$ cat config.mk
export PLATFORM = sky130hd
export DESIGN_NAME = vga_draw_arbiter
export DESIGN_NICKNAME = d
export VERILOG_FILES = /design/src/rtl/draw_pkg.sv /design/src/rtl/vga_draw_arbiter_rr_pick.sv /design/src/rtl/vga_draw_arbiter.sv
export SDC_FILE = /design/constraint.sdc
export NUM_CORES = 1
export LEC_CHECK = 0
export CAP_MARGIN = 20
export CORE_MARGIN = 1.5
export CORE_UTILIZATION = 30
export DETAILED_ROUTE_END_ITERATION = 6
export PLACE_DENSITY_LB_ADDON = 0.15
export SYNTH_ARGS = -nofsm -noshare
export SYNTH_HDL_FRONTEND = slang
export SYNTH_SLANG_ARGS = --single-unit
$ cat constraint.sdc
create_clock -name i_clk -period 4 [get_ports i_clk]
set_input_delay 0.4 -clock i_clk [delete_from_list [all_inputs] [get_ports i_clk]]
set_output_delay 0.4 -clock i_clk [all_outputs]
set_load 0.03 [all_outputs]
$ cat src/rtl/draw_pkg.sv
// Shared types and constants for the VGA draw arbiter: FSM states,
// default coordinate widths, screen limits and requester indices.
package draw_pkg;

    typedef enum logic [1:0] {
        ST_IDLE = 2'd0,
        ST_LOAD = 2'd1,
        ST_FILL = 2'd2,
        ST_DONE = 2'd3
    } draw_state_t;

    localparam int DEF_X_W   = 8;
    localparam int DEF_Y_W   = 7;
    localparam int DEF_C_W   = 3;
    localparam int DEF_X_MAX = 160;
    localparam int DEF_Y_MAX = 120;

    localparam int REQ_BASE  = 0;
    localparam int REQ_SHOT  = 1;
    localparam int REQ_ALIEN = 2;

endpackage

$ cat src/rtl/vga_draw_arbiter_rr_pick.sv
// Combinational round-robin selector: searches from pointer+1 upward,
// wrapping modulo N_REQ, and reports the first requester found.
module rr_pick #(
    parameter int N_REQ = 3,
    parameter int IDX_W = 2
) (
    input  logic [N_REQ-1:0] i_req,
    input  logic [IDX_W-1:0] i_ptr,
    output logic [N_REQ-1:0] o_grant,
    output logic [IDX_W-1:0] o_idx,
    output logic             o_any
);

    int               w_j;
    logic [IDX_W-1:0] w_jx;

    always_comb begin
        o_grant = '0;
        o_idx   = '0;
        o_any   = 1'b0;
        w_j     = 0;
        w_jx    = '0;
        for (int k = 1; k <= N_REQ; k++) begin
            w_j  = (int'(i_ptr) + k) % N_REQ;
            w_jx = IDX_W'(w_j);
            if (!o_any && i_req[w_jx]) begin
                o_any         = 1'b1;
                o_grant[w_jx] = 1'b1;
                o_idx         = w_jx;
            end
        end
    end

endmodule

$ cat src/rtl/vga_draw_arbiter.sv
// Arbitrates the single VGA pixel plotter between rectangle-fill requesters
// and scans the granted rectangle out one pixel per cycle with clipping.
module vga_draw_arbiter
    import draw_pkg::*;
#(
    parameter int N_REQ = 3,
    parameter int X_W   = DEF_X_W,
    parameter int Y_W   = DEF_Y_W,
    parameter int C_W   = DEF_C_W,
    parameter int X_MAX = DEF_X_MAX,
    parameter int Y_MAX = DEF_Y_MAX
) (
    input  logic                 i_clk,
    input  logic                 i_reset,
    input  logic [N_REQ-1:0]     i_req,
    input  logic [N_REQ*X_W-1:0] i_req_x,
    input  logic [N_REQ*Y_W-1:0] i_req_y,
    input  logic [N_REQ*X_W-1:0] i_req_w,
    input  logic [N_REQ*Y_W-1:0] i_req_h,
    input  logic [N_REQ*C_W-1:0] i_req_colour,
    output logic [N_REQ-1:0]     o_grant,
    output logic [N_REQ-1:0]     o_done,
    output logic                 o_busy,
    output logic                 o_plot,
    output logic [X_W-1:0]       o_vga_x,
    output logic [Y_W-1:0]       o_vga_y,
    output logic [C_W-1:0]       o_vga_colour
);

    localparam int               IDX_W    = (N_REQ > 1) ? $clog2(N_REQ) : 1;
    localparam logic [X_W:0]     LP_X_MAX = (X_W+1)'(X_MAX);
    localparam logic [Y_W:0]     LP_Y_MAX = (Y_W+1)'(Y_MAX);

    draw_state_t      r_state, w_state_nxt;
    logic [IDX_W-1:0] r_ptr, r_win_idx, w_pick_idx;
    logic [N_REQ-1:0] w_pick_oh;
    logic             w_any;

    logic [X_W-1:0]   r_x, r_w, r_dx, w_sel_x, w_sel_w;
    logic [Y_W-1:0]   r_y, r_h, r_dy, w_sel_y, w_sel_h;
    logic [C_W-1:0]   r_colour, w_sel_colour;
    logic             r_last;

    logic [X_W:0]     w_sx;
    logic [Y_W:0]     w_sy;
    logic             w_on_screen, w_row_end, w_is_last, w_empty;

    rr_pick #(
        .N_REQ (N_REQ),
        .IDX_W (IDX_W)
    ) u_pick (
        .i_req   (i_req),
        .i_ptr   (r_ptr),
        .o_grant (w_pick_oh),
        .o_idx   (w_pick_idx),
        .o_any   (w_any)
    );

    always_comb begin
        w_sel_x      = '0;
        w_sel_y      = '0;
        w_sel_w      = '0;
        w_sel_h      = '0;
        w_sel_colour = '0;
        for (int i = 0; i < N_REQ; i++) begin
            if (w_pick_oh[i]) begin
                w_sel_x      = i_req_x[i*X_W +: X_W];
                w_sel_y      = i_req_y[i*Y_W +: Y_W];
                w_sel_w      = i_req_w[i*X_W +: X_W];
                w_sel_h      = i_req_h[i*Y_W +: Y_W];
                w_sel_colour = i_req_colour[i*C_W +: C_W];
            end
        end
    end

    // One extra bit on the sums so off-screen pixels never wrap back on-screen
    assign w_sx        = {1'b0, r_x} + {1'b0, r_dx};
    assign w_sy        = {1'b0, r_y} + {1'b0, r_dy};
    assign w_on_screen = (w_sx < LP_X_MAX) && (w_sy < LP_Y_MAX);
    assign w_row_end   = (r_dx == r_w - X_W'(1));
    assign w_is_last   = w_row_end && (r_dy == r_h - Y_W'(1));
    assign w_empty     = (r_w == '0) || (r_h == '0);

    always_comb begin
        w_state_nxt = r_state;
        case (r_state)
            ST_IDLE: if (w_any) w_state_nxt = ST_LOAD;
            ST_LOAD: w_state_nxt = w_empty ? ST_DONE : ST_FILL;
            ST_FILL: if (r_last) w_state_nxt = ST_DONE;
            ST_DONE: w_state_nxt = ST_IDLE;
            default: w_state_nxt = ST_IDLE;
        endcase
    end

    always_ff @(posedge i_clk) begin
        if (!i_reset) r_state <= ST_IDLE;
        else          r_state <= w_state_nxt;
    end

    // Control and output registers; r_last flags that the pixel on the outputs is the final one
    always_ff @(posedge i_clk) begin
        if (!i_reset) begin
            r_ptr        <= IDX_W'(N_REQ - 1);
            r_last       <= 1'b0;
            o_grant      <= '0;
            o_done       <= '0;
            o_busy       <= 1'b0;
            o_plot       <= 1'b0;
            o_vga_x      <= '0;
            o_vga_y      <= '0;
            o_vga_colour <= '0;
        end else begin
            o_done <= '0;
            o_plot <= 1'b0;
            case (r_state)
                ST_IDLE: begin
                    if (w_any) begin
                        o_grant <= w_pick_oh;
                        o_busy  <= 1'b1;
                    end
                end
                ST_LOAD, ST_FILL: begin
                    if (w_state_nxt == ST_FILL) begin
                        o_plot       <= w_on_screen;
                        o_vga_x      <= w_sx[X_W-1:0];
                        o_vga_y      <= w_sy[Y_W-1:0];
                        o_vga_colour <= r_colour;
                        r_last       <= w_is_last;
                    end else begin
                        o_done <= o_grant;
                        r_last <= 1'b0;
                    end
                end
                ST_DONE: begin
                    o_grant <= '0;
                    o_busy  <= 1'b0;
                    r_ptr   <= r_win_idx;
                end
                default: ;
            endcase
        end
    end

    // Rectangle is captured on the IDLE->LOAD edge so the first pixel can issue straight out of LOAD
    always_ff @(posedge i_clk) begin
        case (r_state)
            ST_IDLE: begin
                if (w_any) begin
                    r_x       <= w_sel_x;
                    r_y       <= w_sel_y;
                    r_w       <= w_sel_w;
                    r_h       <= w_sel_h;
                    r_colour  <= w_sel_colour;
                    r_win_idx <= w_pick_idx;
                    r_dx      <= '0;
                    r_dy      <= '0;
                end
            end
            ST_LOAD, ST_FILL: begin
                if (w_state_nxt == ST_FILL) begin
                    if (w_row_end) begin
                        r_dx <= '0;
                        r_dy <= r_dy + Y_W'(1);
                    end else begin
                        r_dx <= r_dx + X_W'(1);
                    end
                end
            end
            default: ;
        endcase
    end

endmodule

==> results by group, run 1 <==
Hold path
  – Min-Delay Path Class: reg2reg

Place
  – GPL Wtd Cong: 0.8863
  – HPWL Detailed: between 10 and 15 mm
  – # port buffers: 129
  – Placed inst area: about 6600 um2

Synthesis
  – Yosys reg bits: between 80 and 90
  – Top-count cell post-synth: nand2_1
  – Ys Warns: 0
  – Top post-synthesis cells by count: 96 x nand2_1, 50 x edfxtp_1, 48 x nand3_1
  – Post-synth ARST share: 0%
  – Post-synth top area share: 29.13%
  – Synth Flop Type: edfxtp_1
  – Post-synth EDFFs: 50
  – Cells after synthesis: between 500 and 600
  – Mapped cell area: 5155 um2
  – Seq/Total Area, Yosys: between 40 and 50%
  – Top post-synthesis cells by area: edfxtp_1 29%, dfxtp_1 12%, nand2_1 7.0%
  – Distinct cells, synth: 60
  – Syn avg cell area: roughly 9.2 um2
  – Syn nets: between 600 and 700
  – Dominant cell type by area after synthesis: edfxtp_1

Floorplan
  – # IOs: 130
  – Rows: between 40 and 50
  – Die width: roughly 130 um
  – DIE HEIGHT: 134.1 um
  – Starting Density: a little under a third
  – Core area: ~17,000 um2
  – Total die area: between 15,000 and 20,000 um2

Routing
  – Via count: approximately 4,400
  – First drt pass iteration count: 4
  – WL/cell: 14.79 um
  – Initial DRC Count: approximately 190
  – DR DRC count: 0
  – Remaining antenna violation count after routing: 0
  – Via density: 4.877
  – Total wire length: 13.36 mm

Global route
  – Total GRT Usage: about 15%
  – Vias in the first global route: 4,395
  – Largest net degree at the start of global routing: 67
  – First-pass GRT wire length: about 22 mm
  – Gr ovfl total: 0
  – Number of antenna violations at the first check in global routing: 0

Power and ir drop
  – P per Cell Area: ~820 nW/um2
  – Internal power: between 3 and 4 mW
  – Clock network power share: a little over an eighth
  – P_leak: around 2.6 nW
  – Net Sw Power: about 2.4 mW
  – Peak VDD IR: between 0.2 and 0.3 mV
  – Combinational power share: a little over half
  – Sequential share of power: about a third
  – Switch share: between 40 and 50%

STA
  – Final min period: around 3200 ps
  – Rel. slew slack: 36.50%
  – Worst Skew: between 5 and 6 ps
  – Max frequency: 0.3153 GHz
  – Setup violators final: 0
  – Fin. Hold Viols: 0
  – Slew @ Worst Pin: 952.4 ps
  – Final hold slack: between 400 and 500 ps
  – RSZ-0062 raised after global routing: false
  – Slew Viols, Final: 0
  – Fin crit share: around four fifths
  – Setup TNS: 0 ps

Clocking
  – Setup Buffers After CTS: 0
  – Clk sinks: ~80
  – Maximum clock path buffer count: 2
  – CTS resizes: 0
  – Clock Latency Late Sink: about 340 ps
  – CTS buffer count: 9
  – Worst-path clk slew: 60 ps
  – Hold_buf cts: 0
  – CTS root buf: clkbuf_16
  – TritonCTS clock tree: yes
  – H-tree depth: 3

Setup path
  – Crit start category: flop
  – Critical path class: reg2reg
  – Critical Path Sink Type: flop
  – Worst Path Required: 4140 ps
  – CP Cell Sequence: inv_1 -> ha_1 -> mux2i_1 -> o21ai_0 -> mux2i_4 -> buf_4 -> nand2_1 -> o211ai_1
  – Slack of the worst reg-to-reg path: around 830 ps
  – CP max FO: 66
  – Slowest Stage Delay on Critical Path: roughly 560 ps
  – CP arrival: 3310 ps
  – CP max stage cell: o21ai_0

Cells and area
  – Antenna cells: 0
  – Final net count: slightly above 800
  – Final-layout fill cell count: approximately 1,700
  – Post-Layout Inst Area: between 6000 and 7000 um2
  – Layout cells sized above 1: approximately 5.3%
  – Area delta synth->final: 33.84%

Status
  – Status: finished, final reports clean

Flow run
  – MaxCap Viol Count: 0
-- through the flow --
stage | std cells | setup WS [ps] | util [%] | total power [mW]
floorplan | 562 | 758.3 | - | 4.000
global placement | 887 | 921.3 | 39.65 | 4.838
detailed placement | 887 | 870.0 | 39.65 | 4.902
CTS | 903 | 848.0 | 41.31 | 5.711
global route | 903 | 582.3 | 41.31 | 6.110
finish | 903 | 828.9 | 41.31 | 5.650
-- cells in the final DEF (no fill, tap or decap), drive strengths merged, types with 19 or more instances in the layout --
cell type,count
ha,28
dfxtp,31
edfxtp,50
nand3,48
clkdlybuf4s50,129
inv,22
o21ai,19
nand2,96
a21oi,22
nor2,31
xnor2,26
o211ai,38
-- worst max-delay path, delay by kind of cell (launching register included) --
| kind | cells | cell delay, ps |
|---|---|---|
| flops | 1 | 370 |
| simple gates | 1 | 120 |
| mux | 2 | 500 |
| buf+inv | 2 | 590 |
| compound gates | 2 | 850 |
| fa+ha+maj | 1 | 520 |
-- cells by family after synthesis --
family          share of synthesized area (%)
compound gates                          16.43
buf+inv                                 4.417
simple gates                            21.21
mux                                     2.743
flops                                   41.17
xor+xnor                                6.456
fa+ha+maj                               7.573
-- path summary, 6_finish.rpt --
path / depth (start not counted) / to / startpoint
worst min register to register: 2 / o_vga_x[6] / o_vga_x[6]
worst max register to register: 8 / r_x[4] / r_ptr[0]
worst max-delay path: 8 / r_x[4] / r_ptr[0]
worst min-delay path: 2 / o_vga_x[6] / o_vga_x[6]
-- per-layer routing --
| layer | GRT usage [%] | wire (um) | vias up |
|---|---|---|---|
| met5 | 0 | 0 | - |
| met4 | 6.571 | 225 | 0 |
| met3 | 2.986 | 702 | 12 |
| met2 | 22.57 | 5532 | 121 |
| met1 | 22.17 | 6895 | 1998 |
| li1 | - | - | 2273 |
-- power groups by stage --
stage | Clock [mW] | Combinational, mW | Sequential (mW)
after floorplan | 0 | 2.10 | 1.90
after global placement | 0 | 3.00 | 1.84
after detailed placement | 0 | 3.06 | 1.84
after CTS | 0.801 | 3.08 | 1.83
after global routing | 0.833 | 3.39 | 1.88
final | 0.772 | 3.05 | 1.83
-- area by class of cell --
class,count,area [um2],area share [%]
inverter,22,82.58,1.197
clock buffer,13,262.8,3.808
multi-input combinational,431,2820,40.88
clock inverter,3,15.01,0.2176
tap,220,275.3,3.990
timing repair buffer,133,1321,19.15
sequential,81,2122,30.76
-- state kept, by name, indices dropped and copies added, names as in the netlist, 2 cells and up --
name,cells
o_done,3
o_grant,3
o_vga_colour,3
o_vga_x,8
o_vga_y,7
r_colour,3
r_dx,8
r_dy,7
r_h,7
r_ptr,2
r_state,2
r_w,8
r_win_idx,2
r_x,8
r_y,7
Power figures use the tool's default switching activity.
==> run 2: changes to the inputs <==
==> constraint.sdc (replaced) <==
create_clock -name i_clk -period 3.2 [get_ports i_clk]
set_input_delay 0.32 -clock i_clk [delete_from_list [all_inputs] [get_ports i_clk]]
set_output_delay 0.32 -clock i_clk [all_outputs]
set_load 0.03 [all_outputs]
==> results by group, run 2 (synthesized netlist as in run 1, its figures left out) <==
Setup path
  – Critical path class: reg2reg (unchanged)
  – R2R Path Start: r_ptr[0] (unchanged)
  – Crit path max-delay family: simple AND/OR/NAND/NOR gates (was compound AO/OA/AOI/OAI gates)
  – CP max FO: 12 (was 66)
  – CP startpoint: r_ptr[0] (unchanged)
  – CP Cell Sequence: inv_1 -> ha_1 -> mux2i_1 -> nor2_1 -> nor4_1 -> o21ai_2 -> or3b_2 -> a21oi_1 (was inv_1 -> ha_1 -> mux2i_1 -> o21ai_0 -> mux2i_4 -> buf_4 -> nand2_1 -> o211ai_1)
  – Slowest Stage Delay on Critical Path: 560 ps (about the same)
  – Critical path depth in cells: 8 (unchanged)
  – CP bufs+invs: 1 (was 2)
  – Critical Path Sink Type: flop (unchanged)
  – Slack of the worst reg-to-reg path: 300 ps (was 830 ps)
  – Crit start category: flop (unchanged)
  – CP arrival: 3160 ps (was 3310 ps)
  – RR Endpoint: o_vga_x[6] (was r_x[4])
  – Setup crit end: o_vga_x[6] (was r_x[4])
  – Worst Path Required: 3460 ps (was 4140 ps)
  – CP max stage cell: nor4_1 (was o21ai_0)
  – FF-to-FF path depth: 8 (unchanged)

STA
  – Slew @ Worst Pin: 832.7 ps (was 952.4 ps)
  – Slew Viols, Final: 0 (unchanged)
  – RSZ-0062 raised after global routing: false (unchanged)
  – Fin. Hold Viols: 0 (unchanged)
  – Rel. slew slack: 43.76% (was 36.50%)
  – Setup TNS: 0 ps (unchanged)
  – Setup violators final: 0 (unchanged)
  – Max frequency: 0.3450 GHz (was 0.3153 GHz)
  – Worst Skew: 4.392 ps (was 5.880 ps)
  – Fin crit share: 90.58% (was 79.28%)
  – Final min period: 2899 ps (was 3171 ps)

Routing
  – Via density: 4.916 (was 4.877)
  – Max Used Layer: met4 (unchanged)
  – Total wire length: 13.53 mm (was 13.36 mm)
  – Remaining antenna violation count after routing: 0 (unchanged)
  – WL/cell: 14.89 um (was 14.79 um)
  – DR DRC count: 0 (unchanged)
  – Routed wl met3: 686 um (was 702 um)
  – Initial DRC Count: 272 (was 187)
  – First drt pass iteration count: 5 (was 4)
  – Via count: 4,469 (was 4,404)
  – Met1 Wirelength: 7.182 mm (was 6.895 mm)
  – Wire length on met2: 5.473 mm (was 5.532 mm)

Floorplan
  – Die width: 134.1 um (unchanged)
  – Rows: 47 (unchanged)
  – # IOs: 130 (unchanged)
  – Starting Density: 30.87% (unchanged)
  – DIE HEIGHT: 134.1 um (unchanged)
  – Total die area: 17,980 um2 (unchanged)
  – Core area: 16,700 um2 (unchanged)

Power and ir drop
  – Switch share: 42.79% (was 43.35%)
  – Sequential share of power: 31.4% (was 32.3%)
  – Clock network power share: 15.2% (was 13.7%)
  – Combinational power share: 53.5% (was 54.0%)
  – Peak VDD IR: 0.3620 mV (was 0.2896 mV)
  – P per Cell Area: 1036 nW/um2 (was 818.9 nW/um2)
  – Pwr Total: 7.259 mW (was 5.650 mW)
  – Internal power: 4.153 mW (was 3.201 mW)
  – Net Sw Power: 3.106 mW (was 2.449 mW)
  – P_leak: 2.645 nW (was 2.590 nW)

Clocking
  – Worst-path clk slew: 60 ps (about the same)
  – TritonCTS clock tree: yes (unchanged)
  – Clock Latency Late Sink: 340 ps (about the same)
  – CTS resizes: 0 (unchanged)
  – H-tree depth: 3 (unchanged)
  – Setup Buffers After CTS: 0 (unchanged)
  – Clk sinks: 81 (unchanged)
  – CTS buffer count: 9 (unchanged)
  – CTS root buf: clkbuf_16 (unchanged)
  – Maximum clock path buffer count: 2 (unchanged)
  – Hold_buf cts: 0 (unchanged)

Cells and area
  – Area delta synth->final: 35.97% (was 33.84%)
  – Sequential Area: 2122 um2 (unchanged)
  – Fin util: 41.97% (was 41.31%)
  – Commonest non-fill, non-tap cell in the layout: clkdlybuf4s50_1 (unchanged)
  – Layout cells sized above 1: 6.096% (was 5.271%)
  – Antenna cells: 0 (unchanged)
  – Final-layout fill cell count: 1,630 (was 1,663)
  – Most frequent cells in the layout: 129 x clkdlybuf4s50_1, 96 x nand2_1, 50 x edfxtp_1 (unchanged)
  – Final net count: 818 (was 812)
  – Area of the multi-input gates: 2820 um2 (unchanged)

Global route
  – First-pass GRT wire length: 21.74 mm (was 22.09 mm)
  – Vias in the first global route: 4,253 (was 4,395)
  – Total GRT Usage: 15.26% (was 15.44%)
  – Gr ovfl total: 0 (unchanged)
  – Number of antenna violations at the first check in global routing: 0 (unchanged)
  – Largest net degree at the start of global routing: 67 (unchanged)

Hold path
  – Min-Delay Path Class: reg2reg (unchanged)

Place
  – HPWL Detailed: 10.71 mm (was 10.38 mm)
  – GPL Wtd Cong: 0.8553 (was 0.8863)
  – # port buffers: 129 (unchanged)

Status
  – Status: finished, final reports clean (unchanged)

Flow run
  – MaxCap Viol Count: 0 (unchanged)
## run 2: changes by cell type in the layout (fill, tap and decap cells not counted), sizes merged
cell	change
buf	+6
clkbuf	+1
clkinv	-1
## run 2: cell type report
class / count / area share, %
Clock buffer: 14 / 4.516
Timing Repair Buffer: 139 / 19.67
Multi-Input combinational cell: 431 / 40.24
Clock inverter: 2 / 0.1964
Sequential cell: 81 / 30.27
Inverter: 22 / 1.178
Tap cell: 220 / 3.927
## run 2: worst min path at each step
stage / startpoint / cells after the start / to / slack (ps)
2_1_floorplan: i_reset / 1 / r_ptr[1] / 420
3_3_place_gp: r_win_idx[1] / 2 / r_ptr[1] / 450
3_5_place_dp: o_vga_colour[0] / 2 / o_vga_colour[0] / 450
4_1_cts: o_vga_colour[0] / 2 / o_vga_colour[0] / 460
5_1_grt: o_vga_x[3] / 2 / o_vga_x[3] / 480
6_report: o_vga_colour[0] / 2 / o_vga_colour[0] / 450
## run 2: stage by stage
stage	area [um2]	hold slack (ps)	std cells	setup WS, ps
final	7009	454.1	909	301.4
after detailed placement	6679	451.3	893	257.0
after CTS	7009	459.4	909	256.3
after global routing	7009	478.8	909	62.99
after floorplan	5157	418.6	562	541.0
after global placement	6679	452.5	893	318.3
## run 2: tightest hold or removal path, cell delays in order, from the launching register on
cell,delay (ps)
dfxtp_1,310
nand2_1,50
a21oi_1,50
## run 2: per-layer routing
metal  vias to the layer above  track usage, %
met5                         -               0
met4                         0           5.735
met3                        10           2.003
met2                       143           21.36
met1                      2038           23.59
li1                       2278               -
## run 2: power by group through the flow
| stage | registers (mW) | logic [mW] | clock network, mW |
|---|---|---|---|
| final | 2.28 | 3.88 | 1.10 |
| after global routing | 2.36 | 4.31 | 1.16 |
| after CTS | 2.29 | 3.90 | 1.13 |
| after detailed placement | 2.31 | 3.88 | 0 |
| after global placement | 2.32 | 3.78 | 0 |
| after floorplan | 2.37 | 2.63 | 0 |
==> run 3: changes to the inputs <==
--- a/config.mk
+++ b/config.mk
@@ -9,7 +9,9 @@
 export CORE_MARGIN = 1.5
 export CORE_UTILIZATION = 30
 export DETAILED_ROUTE_END_ITERATION = 6
+export GPL_ROUTABILITY_DRIVEN = 0
 export PLACE_DENSITY_LB_ADDON = 0.15
+export RECOVER_POWER = 25
 export SYNTH_ARGS = -nofsm -noshare
 export SYNTH_HDL_FRONTEND = slang
 export SYNTH_SLANG_ARGS = --single-unit
==> results by group, run 3 (synthesized netlist as in run 1, its figures left out) <==
Setup path
  – R2R Path Start: r_ptr[0] (unchanged)
  – Worst Path Required: 3460 ps (about the same)
  – CP max stage cell: or3b_2 (was nor4_1)
  – Crit path max-delay family: simple AND/OR/NAND/NOR gates (unchanged)
  – Critical Path Sink Type: flop (unchanged)
  – CP max FO: 13 (was 12)
  – RR Endpoint: o_vga_x[6] (unchanged)
  – CP bufs+invs: 1 (unchanged)
  – FF-to-FF path depth: 8 (unchanged)
  – Critical path class: reg2reg (unchanged)
  – Slack of the worst reg-to-reg path: 270 ps (was 300 ps)
  – Slowest Stage Delay on Critical Path: 560 ps (about the same)
  – CP arrival: 3190 ps (was 3160 ps)
  – Crit start category: flop (unchanged)
  – CP Cell Sequence: inv_1 -> ha_1 -> mux2i_1 -> nor2_1 -> nor4_1 -> o21ai_2 -> or3b_2 -> a21oi_1 (unchanged)

STA
  – Rel. slew slack: 39.18% (was 43.76%)
  – Slew @ Worst Pin: 912.2 ps (was 832.7 ps)
  – Fin crit share: 91.59% (was 90.58%)
  – Max frequency: 0.3412 GHz (was 0.3450 GHz)
  – RSZ-0062 raised after global routing: false (unchanged)
  – Final hold slack: 451.7 ps (was 454.1 ps)
  – Setup TNS: 0 ps (unchanged)
  – Worst Skew: 6.541 ps (was 4.392 ps)
  – Final min period: 2931 ps (was 2899 ps)
  – Slew Viols, Final: 0 (unchanged)
  – Fin. Hold Viols: 0 (unchanged)
  – PnR worst setup slack: 269.2 ps (was 301.4 ps)
  – Setup violators final: 0 (unchanged)

Floorplan
  – # IOs: 130 (unchanged)
  – Die width: 134.1 um (unchanged)
  – DIE HEIGHT: 134.1 um (unchanged)
  – Total die area: 17,980 um2 (unchanged)
  – Core area: 16,700 um2 (unchanged)
  – Rows: 47 (unchanged)
  – Starting Density: 30.87% (unchanged)

Hold path
  – Hold EP: o_vga_x[0] (was o_vga_colour[0])
  – Hold path startpoint: o_vga_x[0] (was o_vga_colour[0])
  – Min-Delay Path Depth: 2 (unchanged)
  – Min-Delay Path Class: reg2reg (unchanged)

Clocking
  – Setup Buffers After CTS: 0 (unchanged)
  – Hold_buf cts: 0 (unchanged)
  – CTS resizes: 0 (unchanged)
  – H-tree depth: 3 (unchanged)
  – Worst-path clk slew: 60 ps (about the same)
  – CTS root buf: clkbuf_16 (unchanged)
  – Clock Latency Late Sink: 330 ps (was 340 ps)
  – CTS buffer count: 9 (unchanged)
  – TritonCTS clock tree: yes (unchanged)
  – Clk sinks: 81 (unchanged)
  – Maximum clock path buffer count: 2 (unchanged)

Routing
  – Via density: 4.911 (was 4.916)
  – Via count: 4,464 (was 4,469)
  – First drt pass iteration count: 5 (unchanged)
  – Remaining antenna violation count after routing: 0 (unchanged)
  – Total wire length: 13.32 mm (was 13.53 mm)
  – Initial DRC Count: 241 (was 272)
  – WL/cell: 14.66 um (was 14.89 um)
  – DR DRC count: 0 (unchanged)

Power and ir drop
  – Switch share: 43.79% (was 42.79%)
  – P_leak: 2.675 nW (was 2.645 nW)
  – P per Cell Area: 1010 nW/um2 (was 1036 nW/um2)
  – Peak VDD IR: 0.3689 mV (was 0.3620 mV)
  – Net Sw Power: 3.064 mW (was 3.106 mW)
  – Clock network power share: 12.9% (was 15.2%)
  – Combinational power share: 54.3% (was 53.5%)
  – Sequential share of power: 32.8% (was 31.4%)
  – Internal power: 3.934 mW (was 4.153 mW)

Global route
  – Total GRT Usage: 15.14% (was 15.26%)
  – Number of antenna violations at the first check in global routing: 0 (unchanged)
  – Gr ovfl total: 0 (unchanged)
  – First-pass GRT wire length: 21.82 mm (was 21.74 mm)
  – Vias in the first global route: 4,269 (was 4,253)
  – Largest net degree at the start of global routing: 67 (unchanged)

Cells and area
  – Antenna cells: 0 (unchanged)
  – Area delta synth->final: 34.39% (was 35.97%)
  – Final-layout fill cell count: 1,651 (was 1,630)
  – Commonest non-fill, non-tap cell in the layout: clkdlybuf4s50_1 (unchanged)
  – Layout cells sized above 1: 4.935% (was 6.096%)
  – Fin util: 41.48% (was 41.97%)
  – Final net count: 818 (unchanged)
  – Most frequent cells in the layout: 102 x clkdlybuf4s50_1, 96 x nand2_1, 50 x edfxtp_1 (was 129 x clkdlybuf4s50_1, 96 x nand2_1, 50 x edfxtp_1)

Place
  – Pre-CTS setup slack: 301.3 ps (was 257.0 ps)
  – # port buffers: 129 (unchanged)
  – HPWL Detailed: 10.68 mm (was 10.71 mm)

Flow run
  – MaxCap Viol Count: 0 (unchanged)

Status
  – Status: finished, final reports clean (unchanged)
## run 3: final cells by class
cell class / instances / area [um2] / share of cell area, %
timing repair buffer: 139 / 1371 / 19.79
clock buffer: 12 / 236.5 / 3.413
multi-input combinational: 431 / 2820 / 40.71
clock inverter: 4 / 20.02 / 0.2890
sequential: 81 / 2122 / 30.63
tap: 220 / 275.3 / 3.973
inverter: 22 / 82.58 / 1.192
## run 3: how the worst max path moves through the flow
stage | startpoint | to | slack, ps | cells past startpoint
final | r_ptr[0] | o_vga_x[6] | 270 | 8
after detailed placement | r_ptr[0] | o_vga_x[6] | 300 | 8
after global placement | r_ptr[0] | o_plot | 390 | 8
after global routing | r_ptr[0] | o_vga_x[6] | 100 | 8
after floorplan | r_ptr[0] | r_colour[0] | 540 | 6
after CTS | r_ptr[0] | o_vga_x[6] | 280 | 8
## run 3: per-layer routing
layer	routed length [um]	GRT usage [%]	vias to the layer above	part of all wire, %
li1	-	-	2283	-
met1	7007	23.28	2021	53
met2	5440	21.53	150	41
met3	721	2.759	10	5.4
met4	153	4.122	0	1.1
met5	0	0	-	0
## run 3: per-stage QoR
stage / total power [mW] / instance area [um2] / instances
6_report: 6.998 / 6928 / 909
4_1_cts: 7.110 / 6935 / 909
5_1_grt: 7.584 / 6928 / 909
3_3_place_gp: 6.096 / 6679 / 893
3_5_place_dp: 6.179 / 6679 / 893
2_1_floorplan: 4.997 / 5157 / 562
## run 3: power groups by stage
| stage | Combinational [mW] | Clock, mW | Sequential (mW) |
|---|---|---|---|
| after floorplan | 2.63 | 0 | 2.37 |
| after global placement | 3.77 | 0 | 2.32 |
| after detailed placement | 3.86 | 0 | 2.32 |
| after CTS | 3.88 | 0.929 | 2.30 |
| after global routing | 4.25 | 0.971 | 2.36 |
| final | 3.80 | 0.905 | 2.29 |
## run 3: worst register-to-register path: cells and delay by family (launching register included)
| family | cells | cell delay [ps] |
|---|---|---|
| AOI/OAI and AO/OA | 2 | 430 |
| adders and majority gates | 1 | 510 |
| buffers and inverters | 1 | 80 |
| DFF | 1 | 370 |
| muxes | 1 | 310 |
| and+or+nand+nor | 3 | 1160 |
